--- src/rtl/axis_sink_pkg.sv ---
// ---------------------------------------------------------------------------
// axis_sink_pkg
// Shared definitions for the AXI-Stream output sink monitor: default widths,
// FSM state encodings and a small helper that tells which states drive the
// TREADY pattern.
// ---------------------------------------------------------------------------
package axis_sink_pkg;

    localparam int DEF_DATA_W      = 32;
    localparam int DEF_CNT_W       = 32;
    localparam int DEF_PAT_W       = 16;
    localparam int DEF_STALL_LIMIT = 1024;

    typedef logic [1:0] sink_state_t;

    localparam sink_state_t ST_IDLE    = 2'd0;
    localparam sink_state_t ST_RECV    = 2'd1;
    localparam sink_state_t ST_STALLED = 2'd2;
    localparam sink_state_t ST_DONE    = 2'd3;

    // The backpressure pattern keeps running while stalled so the beat that
    // ends the starvation can be accepted immediately.
    function automatic logic state_is_active(input sink_state_t s);
        return (s == ST_RECV) || (s == ST_STALLED);
    endfunction

endpackage

--- src/rtl/axis_ready_pattern_gen.sv ---
// ---------------------------------------------------------------------------
// axis_ready_pattern_gen
// Produces the registered TREADY of the sink by stepping through a
// programmable bit pattern, one slot per cycle while enabled.
// Ports:
//   ap_clk       clock, rising edge
//   ap_rst_n     synchronous active-low reset
//   enable       high when the sink will be receiving in the next cycle
//   cfg_pattern  bit i gives the ready value for pattern slot i
//   ready        registered TREADY, low whenever not enabled
// ---------------------------------------------------------------------------
import axis_sink_pkg::*;

module axis_ready_pattern_gen #(
    parameter int PAT_W = DEF_PAT_W
) (
    input  logic             ap_clk,
    input  logic             ap_rst_n,
    input  logic             enable,
    input  logic [PAT_W-1:0] cfg_pattern,
    output logic             ready
);

    localparam int IDX_W = (PAT_W > 1) ? $clog2(PAT_W) : 1;
    localparam logic [IDX_W-1:0] IDX_LAST = IDX_W'(PAT_W - 1);

    logic [IDX_W-1:0] idx;

    // The index advances every enabled cycle regardless of traffic, so the
    // ready waveform is a pure function of time spent receiving. Because
    // enable is derived from the next state, ready drops in the same edge
    // the sink leaves the receiving states.
    always_ff @(posedge ap_clk) begin
        if (!ap_rst_n) begin
            idx   <= '0;
            ready <= 1'b0;
        end else if (enable) begin
            ready <= cfg_pattern[idx];
            idx   <= (idx == IDX_LAST) ? '0 : idx + 1'b1;
        end else begin
            ready <= 1'b0;
        end
    end

endmodule

--- src/rtl/axis_output_sink_monitor.sv ---
// ---------------------------------------------------------------------------
// axis_output_sink_monitor
// Co-simulation sink for the kernel's output_r AXI-Stream port. Drains the
// stream under a programmable TREADY pattern, counts beats and packets,
// checks TLAST placement against an expected packet length and flags
// starvation (kernel busy but no TVALID for STALL_LIMIT cycles).
// Ports:
//   ap_clk, ap_rst_n      clock and synchronous active-low reset
//   s_axis_*              AXI-Stream slave (tdata/tvalid/tlast in, tready out)
//   cfg_pattern           TREADY pattern, one bit per cycle slot
//   cfg_pkt_len           expected beats per packet, 0 disables TLAST check
//   cfg_num_pkts          packets to accept before done, 0 = unbounded
//   kernel_idle           kernel ap_idle
//   beat_cnt, pkt_cnt     accepted beat / packet counters (wrap silently)
//   last_data             TDATA of the latest accepted beat
//   beat_pulse            one-cycle pulse after each accepted beat
//   err_tlast, stall      sticky error flags
//   done                  requested packet count reached
// ---------------------------------------------------------------------------
import axis_sink_pkg::*;

module axis_output_sink_monitor #(
    parameter int DATA_W      = DEF_DATA_W,
    parameter int CNT_W       = DEF_CNT_W,
    parameter int PAT_W       = DEF_PAT_W,
    parameter int STALL_LIMIT = DEF_STALL_LIMIT
) (
    input  logic              ap_clk,
    input  logic              ap_rst_n,
    input  logic [DATA_W-1:0] s_axis_tdata,
    input  logic              s_axis_tvalid,
    input  logic              s_axis_tlast,
    output logic              s_axis_tready,
    input  logic [PAT_W-1:0]  cfg_pattern,
    input  logic [CNT_W-1:0]  cfg_pkt_len,
    input  logic [CNT_W-1:0]  cfg_num_pkts,
    input  logic              kernel_idle,
    output logic [CNT_W-1:0]  beat_cnt,
    output logic [CNT_W-1:0]  pkt_cnt,
    output logic [DATA_W-1:0] last_data,
    output logic              beat_pulse,
    output logic              err_tlast,
    output logic              stall,
    output logic              done
);

    localparam int STALL_W = $clog2(STALL_LIMIT + 1);
    localparam logic [STALL_W-1:0] STALL_MAX = STALL_W'(STALL_LIMIT);

    sink_state_t        state;
    sink_state_t        state_next;
    logic [STALL_W-1:0] stall_run;
    logic [CNT_W-1:0]   beat_in_pkt;
    logic [CNT_W-1:0]   beat_pos;
    logic [CNT_W-1:0]   pkt_next;
    logic               accept;
    logic               starved;
    logic               stall_hit;
    logic               finish_pkt;

    assign accept   = s_axis_tvalid && s_axis_tready;
    // Backpressured cycles (TVALID high, TREADY low) are not starvation.
    assign starved  = !kernel_idle && !s_axis_tvalid;
    assign beat_pos = beat_in_pkt + 1'b1;
    assign pkt_next = pkt_cnt + 1'b1;
    assign finish_pkt = accept && s_axis_tlast && (cfg_num_pkts != '0)
                        && (pkt_next == cfg_num_pkts);
    // Fires on the cycle whose count would bring stall_run to the limit.
    assign stall_hit = (state == ST_RECV) && starved
                       && (stall_run == STALL_MAX - 1'b1);

    axis_ready_pattern_gen #(
        .PAT_W (PAT_W)
    ) u_ready_gen (
        .ap_clk      (ap_clk),
        .ap_rst_n    (ap_rst_n),
        .enable      (state_is_active(state_next)),
        .cfg_pattern (cfg_pattern),
        .ready       (s_axis_tready)
    );

    // Next-state logic. Completing the final packet takes priority so the
    // last beat is always counted before the sink closes.
    always_comb begin
        state_next = state;
        case (state)
            ST_IDLE: begin
                if (!kernel_idle || s_axis_tvalid) state_next = ST_RECV;
            end
            ST_RECV: begin
                if (finish_pkt)     state_next = ST_DONE;
                else if (stall_hit) state_next = ST_STALLED;
            end
            ST_STALLED: begin
                if (finish_pkt)         state_next = ST_DONE;
                else if (s_axis_tvalid) state_next = ST_RECV;
            end
            ST_DONE: state_next = ST_DONE;
            default: state_next = ST_IDLE;
        endcase
    end

    // State register plus the flags that follow state transitions.
    always_ff @(posedge ap_clk) begin
        if (!ap_rst_n) begin
            state     <= ST_IDLE;
            stall_run <= '0;
            stall     <= 1'b0;
            done      <= 1'b0;
        end else begin
            state <= state_next;
            if (state == ST_RECV && starved && !stall_hit) begin
                if (stall_run != STALL_MAX) stall_run <= stall_run + 1'b1;
            end else begin
                stall_run <= '0;
            end
            if (stall_hit)               stall <= 1'b1;
            if (state_next == ST_DONE)   done  <= 1'b1;
        end
    end

    // Beat and packet accounting for every accepted handshake.
    always_ff @(posedge ap_clk) begin
        if (!ap_rst_n) begin
            beat_cnt   <= '0;
            pkt_cnt    <= '0;
            last_data  <= '0;
            beat_pulse <= 1'b0;
        end else begin
            beat_pulse <= accept;
            if (accept) begin
                beat_cnt  <= beat_cnt + 1'b1;
                last_data <= s_axis_tdata;
                if (s_axis_tlast) pkt_cnt <= pkt_next;
            end
        end
    end

    // TLAST placement check. The position counter restarts on any TLAST and
    // after the nominal last beat, so a malformed packet does not poison the
    // check of the one that follows.
    always_ff @(posedge ap_clk) begin
        if (!ap_rst_n) begin
            beat_in_pkt <= '0;
            err_tlast   <= 1'b0;
        end else if (accept) begin
            if (cfg_pkt_len == '0) begin
                beat_in_pkt <= '0;
            end else begin
                if (s_axis_tlast && (beat_pos < cfg_pkt_len))   err_tlast <= 1'b1;
                if (!s_axis_tlast && (beat_pos == cfg_pkt_len)) err_tlast <= 1'b1;
                beat_in_pkt <= (s_axis_tlast || (beat_pos >= cfg_pkt_len)) ? '0 : beat_pos;
            end
        end
    end

endmodule

--- config.mk ---
export PLATFORM = sky130hd
export DESIGN_NAME = axis_output_sink_monitor
export DESIGN_NICKNAME = d
export VERILOG_FILES = /design/src/rtl/axis_sink_pkg.sv /design/src/rtl/axis_ready_pattern_gen.sv /design/src/rtl/axis_output_sink_monitor.sv
export SDC_FILE = /design/constraint.sdc
export NUM_CORES = 1
export LEC_CHECK = 0
export ABC_CLOCK_PERIOD_IN_PS = 6300
export BUFFER_PORTS_ARGS = -buffer_cell sky130_fd_sc_hd__buf_2
export CAP_MARGIN = 20
export CORE_UTILIZATION = 50
export CTS_CLUSTER_DIAMETER = 50
export DETAILED_ROUTE_END_ITERATION = 7
export GPL_TIMING_DRIVEN = 0
export PLACE_DENSITY = 0.85
export SLEW_MARGIN = 20
export SYNTH_ARGS = -nofsm -noshare
export SYNTH_HDL_FRONTEND = slang
export SYNTH_SLANG_ARGS = --single-unit
export TNS_END_PERCENT = 1
--- constraint.sdc ---
create_clock -name ap_clk -period 6.3 [get_ports ap_clk]
set_input_delay 0.945 -clock ap_clk [delete_from_list [all_inputs] [get_ports ap_clk]]
set_output_delay 0.945 -clock ap_clk [all_outputs]
set_load 0.005 [all_outputs]
==> qor.txt, run 1 <==
status: completed
Worst VDD drop: 0.000194 V
multiplexer share of the synthesized area: 1.85%
async set-or-reset flop fraction in the synthesized netlist: 0%
CTS tree: yes
fillers: 1488
GR Util All Layers: 27.5%
Synth Instances: 1091
Post-synth top cells: nand2_1 (152), dfxtp_1 (150), xnor2_1 (95)
sw frac: 22.8%
final wirelength: 25000 µm
largest net degree at the start of global routing: 17
worst-skew pair later-pin latency: 0.43 ns
Synth Area in Compound Gates: 12.7%
first-pass GRT wire length: 39600 µm
CP startpoint kind: register
GR Util met3: 6.14%
HPWL Detailed: 19100 µm
internal power: 1.78 mW
Required @ worst endpoint: 6.64 ns
met2 GRT Util: 45.5%
most frequent cell after synthesis: nand2_1
footprint of the multi-input gates: 5580 µm²
clk_skew: 0.0106 ns
post-synthesis simple-gate area fraction: 29.2%
xor/xnor cell area share of the yosys netlist: 13.2%
PostCTS Resize Cnt: 0
#FFs+latches synth: 150
Top Usage Layer GRT: met2
synth warn: 0
reg2reg setup slack: 0.43 ns
Sink Count: 150
switching power total: 0.523 mW
worst min path class: register to register
core area: 17400 µm²
Crit Path Max Fanout: 10
Final Hold Viols: 0
Routed wire per std cell: 16.0 µm
H-tree levels: 4
hold_buf cts: 0
Netlist cell types: 59
Remaining DRCs: 0
GP Congestion: 0.950
Fmax: 170 MHz
Seq pwr share: 42.4%
Post-DRT Antenna Nets: 0
setup violators final: 0
Logic pwr share: 8.4%
layout cell share with drive strength beyond 1: 19.9%
area grow syn2layout: 22.7%
vias in the first global route: 8222
unrepaired setup endpoints after global routing: false
via/cell ratio: 5.58
Mean Syn Cell Area: 8.20 µm²
PortBufs: 217
Primary FF master, synth: dfxtp_1
Cell Pwr Density: 209 nW/µm²
clock share of power: 49.2%
Max-cap violations: 0
post-synth net total: 1247
post-synth top area cell: dfxtp_1
Worst-Margin Slew: 0.860 ns
Final Cycle Share: 93.2%
Clock Tree Buf Depth: 2
global routing usage on met1: 33.7%
nets: 1483
WP data arrival: 6.21 ns
IO Pins: 218
Die Span Y: 136 µm
drt initial violations: 658
Critical Path Sink Type: register
adder-cell share of the synthesized area: 5.45%
antenna violations before repair: 1
row count: 48
leakage: 4.71 nW
grt total ovfl: 0
cell area after synthesis: 8950 µm²
chip width: 136 µm
Placed Cells: 1533
Starting Density: 51.4%
Layout Cells excl Fill: 1566
routed vias: 8738
clock transition at the registers of the reported paths: 0.06 ns
largest family of logic cells by synthesized area: simple AND/OR/NAND/NOR gates
post-synthesis sequential area ratio: 33.6%
total CTS buffers: 17
Final TNS setup: 0 ns
Post-CTS Setup Bufs: 0
EDFF count, synth: 0
max_slew headroom: 42.5%
Yosys top cell area share: 33.6%
Die ar.: 18400 µm²
clock root buffer: clkbuf_16
Slew Viols, Final: 0
Detailed Routing Iterations Pass 1: 5
synth top area cells: dfxtp_1 (34%), xnor2_1 (9.3%), nand2_1 (6.4%)
CP Class: register to register
Final min period: 5.87 ns
sequential cell area: 3000 µm²
-- sequential cells by signal (all words and copies together) (netlist names) --
signal             cells
beat_cnt              32
beat_in_pkt           32
last_data             32
pkt_cnt               32
stall_run             11
u_ready_gen.idx        4
state                  2
beat_pulse             1
done                   1
err_tlast              1
stall                  1
u_ready_gen.ready      1
-- layout make-up --
| type | instances | area share [%] |
|---|---|---|
| inverters | 50 | 1.71 |
| multi-input cells | 845 | 50.9 |
| repair buffers | 217 | 9.90 |
| flip-flops and latches | 150 | 27.4 |
| diodes | 1 | 0.0228 |
| clock buffers | 21 | 4.20 |
| well taps | 225 | 2.56 |
| clock inverters | 11 | 1.78 |
| plain buffers | 46 | 1.62 |
-- logic make-up (layout without fill, tap and decap cells) --
group,Yosys count,after routing
other,0,1
flip-flops,150,150
buffers and inverters,96,345
XOR/XNOR,135,135
multiplexers,10,10
AO/OA/AOI/OAI,160,160
adder cells (fa/ha/maj),39,39
AND/OR/NAND/NOR,501,501
-- power groups by stage --
stage / clock network [mW] / registers [mW] / logic [mW]
floorplan: 0 / 0.995 / 0.0983
global placement: 0 / 0.995 / 0.186
detailed placement: 0 / 0.996 / 0.191
CTS: 1.14 / 0.975 / 0.193
global route: 1.18 / 0.976 / 0.214
finish: 1.13 / 0.975 / 0.193
-- per-layer routing --
layer	wire [µm]	vias to the layer above
met2	11800	347
li1	-	4277
met4	737	0
met1	10600	4051
met3	1860	63
met5	0	-
-- layout by cell type, fill, tap and decap left out, types with 4 or more instances in the layout --
master | Yosys | final
nand3_1 | 54 | 54
buf_2 | 4 | 221
and4_1 | 7 | 7
inv_1 | 50 | 50
nor2_1 | 49 | 49
or4_1 | 4 | 4
nand2b_1 | 6 | 6
dfxtp_1 | 150 | 150
or3_1 | 14 | 14
nor3_1 | 33 | 33
a21oi_1 | 14 | 14
nand2_1 | 152 | 152
nor3b_1 | 5 | 5
clkbuf_16 | 0 | 17
nor2b_1 | 14 | 14
clkbuf_1 | 42 | 44
a21o_1 | 22 | 22
xor2_1 | 40 | 40
ha_1 | 39 | 39
o31ai_1 | 6 | 6
a21boi_0 | 57 | 57
nor4_1 | 31 | 31
mux4_2 | 5 | 5
a211oi_1 | 5 | 5
nand4_1 | 36 | 36
a221o_1 | 5 | 5
bufinv_16 | 0 | 5
and3_1 | 20 | 20
nor4b_1 | 4 | 4
or2_2 | 4 | 4
o21ai_0 | 22 | 22
and2_1 | 59 | 59
xnor2_1 | 95 | 95
-- worst paths after layout --
check / from / to / cells after the start
worst max register to register: beat_in_pkt[0] / beat_in_pkt[17] / 20
worst max-delay path: beat_in_pkt[0] / beat_in_pkt[17] / 20
worst min register to register: done / done / 1
worst min-delay path: done / done / 1
-- through the flow --
step / total power, mW / setup slack [ns] / cell area, µm² / utilization (%) / hold slack (ns)
finish: 2.30 / 0.427 / 11000 / 63.0 / 0.459
CTS: 2.31 / 0.330 / 11000 / 63.0 / 0.463
global route: 2.37 / 0.0188 / 11000 / 63.0 / 0.477
global placement: 1.18 / 0.662 / 10300 / 59.2 / 0.443
floorplan: 1.09 / 1.76 / 8950 / - / 0.452
detailed placement: 1.19 / 0.474 / 10300 / 59.2 / 0.449
-- critical path, stage by stage, from the launching register on --
cell and delay, ns:
dfxtp_1 0.42, ha_1 0.27, inv_1 0.09, or3_1 0.34
clkbuf_1 0.19, nor3_1 0.63, and3_1 0.30, and3_1 0.22
nand3_1 0.16, xnor2_1 0.19, ha_1 0.19, a21o_1 0.15
a21o_1 0.17, a21oi_1 0.16, nor2_1 0.07, a2111oi_1 0.79
and2_1 0.24, clkbuf_1 0.43, clkbuf_1 0.44, nand3_1 0.14
a21boi_0 0.21
No activity file was read; power rests on OpenSTA's default activity.
==> run 2, diff against run 1 <==
BUFFER_PORTS_ARGS = not set   (was -buffer_cell sky130_fd_sc_hd__buf_2)
DONT_BUFFER_PORTS = 1   (was not set)
PLACE_DENSITY = 0.75   (was 0.85)
==> run 2 against run 1 <==
  * Hold slack gained 0.015 ns
  * Utilization shrank 6.6 points
  * Clock skew is essentially flat
  * Register-to-register slack gained 0.17 ns
  * Critical path depth is the same
  * Setup slack gained 0.17 ns
  * Fmax grew 3.0%
  * Sequential power grew 0.4%
  * Die area is the same
  * Critical path type unchanged
  * Critical endpoint unchanged
==> qor.txt, run 2 (synthesis results as in run 1) <==
vias in the first global route: 7312 (-11%)
status: completed
via/cell ratio: 5.77 (+3.5%)
CP startpoint kind: register
setup violators final: 0 (unchanged)
grt total ovfl: 0 (unchanged)
CTS tree: yes
CP Class: register to register
Worst-Margin Slew: 0.870 ns (+0.0102 ns)
GP Congestion: 0.933 (-1.8%)
HPWL Detailed: 17900 µm (-6.6%)
Slew Viols, Final: 0 (unchanged)
most frequent cells in the layout: nand2_1 (152), dfxtp_1 (150), xnor2_1 (95)
Power, Total: 2.14 mW (-6.9%)
Final Cycle Share: 90.5% (-2.7 points)
Post-DRT Antenna Nets: 0 (unchanged)
max_slew headroom: 41.9% (-0.68 points)
critical path buffer and inverter count: 4 (unchanged)
clock root buffer: clkbuf_16
Starting Density: 51.4% (unchanged)
H-tree levels: 4 (unchanged)
Remaining DRCs: 0 (unchanged)
Hold WS: 0.474 ns (+0.0154 ns)
WP data arrival: 6.04 ns (-0.17 ns)
Critical Path, Cell by Cell: ha_1 -> inv_1 -> or3_1 -> clkbuf_1 -> nor3_2 -> and3_1 -> and3_1 -> nand3_1 -> xnor2_1 -> ha_1 -> a21o_1 -> a21o_1 -> a21oi_1 -> nor2_1 -> a2111oi_1 -> and2_1 -> clkbuf_1 -> clkbuf_1 -> nand3_1 -> a21boi_0
Post-CTS Setup Bufs: 0 (unchanged)
clk_skew: 0.0109 ns (+0.000276 ns)
Worst VDD drop: 0.000194 V (-0.11%)
final instance area: 9830 µm² (-10%)
Max-cap violations: 0 (unchanged)
GR Util All Layers: 25.6% (-1.9 points)
IO Pins: 218 (unchanged)
commonest non-fill, non-tap cell in the layout: nand2_1
Final TNS setup: 0 ns (unchanged)
row count: 48 (unchanged)
CP top delay family: simple AND/OR/NAND/NOR gates
worst min path class: register to register
antenna violations before repair: 0 (-1)
nets: 1266 (-15%)
Detailed Routing Iterations Pass 1: 5 (unchanged)
PortBufs: 0 (-100%)
slowest CP cell: a2111oi_1
Critical Path Sink Type: register
Placed Cells: 1316 (-14%)
Die ar.: 18400 µm² (unchanged)
drt initial violations: 456 (-31%)
Sink Count: 150 (unchanged)
Largest stage delay, worst path: 0.80 ns (about the same)
Clock Tree Buf Depth: 2 (unchanged)
chip width: 136 µm (unchanged)
layout cell share with drive strength beyond 1: 4.28% (-16 points)
area post-placement: 9230 µm² (-11%)
hold_buf cts: 0 (unchanged)
largest net degree at the start of global routing: 17 (unchanged)
Die Span Y: 136 µm (unchanged)
routed vias: 7777 (-11%)
core area: 17400 µm² (unchanged)
Final Hold Viols: 0 (unchanged)
Cell Pwr Density: 218 nW/µm² (+4.0%)
first-pass GRT wire length: 36400 µm (-8.0%)
worst-skew pair later-pin latency: 0.43 ns (about the same)
Crit Path Max Fanout: 10 (unchanged)
area grow syn2layout: 9.83%
clock transition at the registers of the reported paths: 0.06 ns (about the same)
Final min period: 5.70 ns (-0.172 ns)
total CTS buffers: 17 (unchanged)
pre-CTS WS: 0.341 ns (-0.133 ns)
Fmax: 175 MHz (+3.0%)
cell mode on critical path: clkbuf_1
Required @ worst endpoint: 6.64 ns (about the same)
final wirelength: 23100 µm (-7.6%)
leakage: 3.66 nW (-22%)
worst setup margin: 0.599 ns (+0.172 ns)
final core utilization: 56.4% (-6.6 points)
unrepaired setup endpoints after global routing: false
Layout Cells excl Fill: 1347 (-14%)
Routed wire per std cell: 17.2 µm (+7.5%)
==> run 2: cell types whose count changed in the layout (fill, tap and decap cells not counted), sizes merged <==
cell | previous run | this run
buf | 221 | 4
bufinv | 5 | 3
clkbuf | 63 | 64
clkinv | 2 | 1
clkinvlp | 3 | 4
inv | 51 | 50
==> run 2: worst paths after layout <==
kind | slack [ns] | end | cells past startpoint | start
worst max-delay path | 0.60 | beat_in_pkt[17] | 20 | beat_in_pkt[0]
worst min register to register | 0.47 | beat_in_pkt[31] | 2 | beat_in_pkt[31]
worst max register to register | 0.60 | beat_in_pkt[17] | 20 | beat_in_pkt[0]
worst min-delay path | 0.47 | beat_in_pkt[31] | 2 | beat_in_pkt[31]
==> run 2: area by class of cell <==
type	instances	area, µm²
Fill cell	1638	7590
Multi-Input combinational cell	845	5590
Sequential cell	150	3000
Clock buffer	22	464
Tap cell	225	282
Inverter	50	188
Buffer	46	178
Clock inverter	8	125
Antenna cell	1	2.50
==> run 2: repair_timing <==
item | 4_1_cts | 5_1_grt
resized for setup | 0 | 1
endpoints found under the hold margin | 0 | 0
endpoints found under the setup margin | 0 | 5
==> run 2: worst min-delay path, delay by kind of cell, from the launching register on <==
kind / cells / cell delay [ns]
flops: 1 / 0.31
compound gates: 1 / 0.06
simple gates: 1 / 0.05
==> run 2: routing by layer <==
layer | global-route usage, % | vias to the layer above | wire length (µm)
li1 | - | 3840 | -
met2 | 42.0 | 275 | 10800
met4 | 8.80 | 0 | 492
met1 | 31.9 | 3622 | 10100
met5 | 0 | - | 0
met3 | 7.18 | 40 | 1800
==> run 2: power by group <==
group / switching [mW] / internal, mW
Clock: 0.393 / 0.639
Combinational: 0.0751 / 0.0554
Sequential: 0.0159 / 0.963
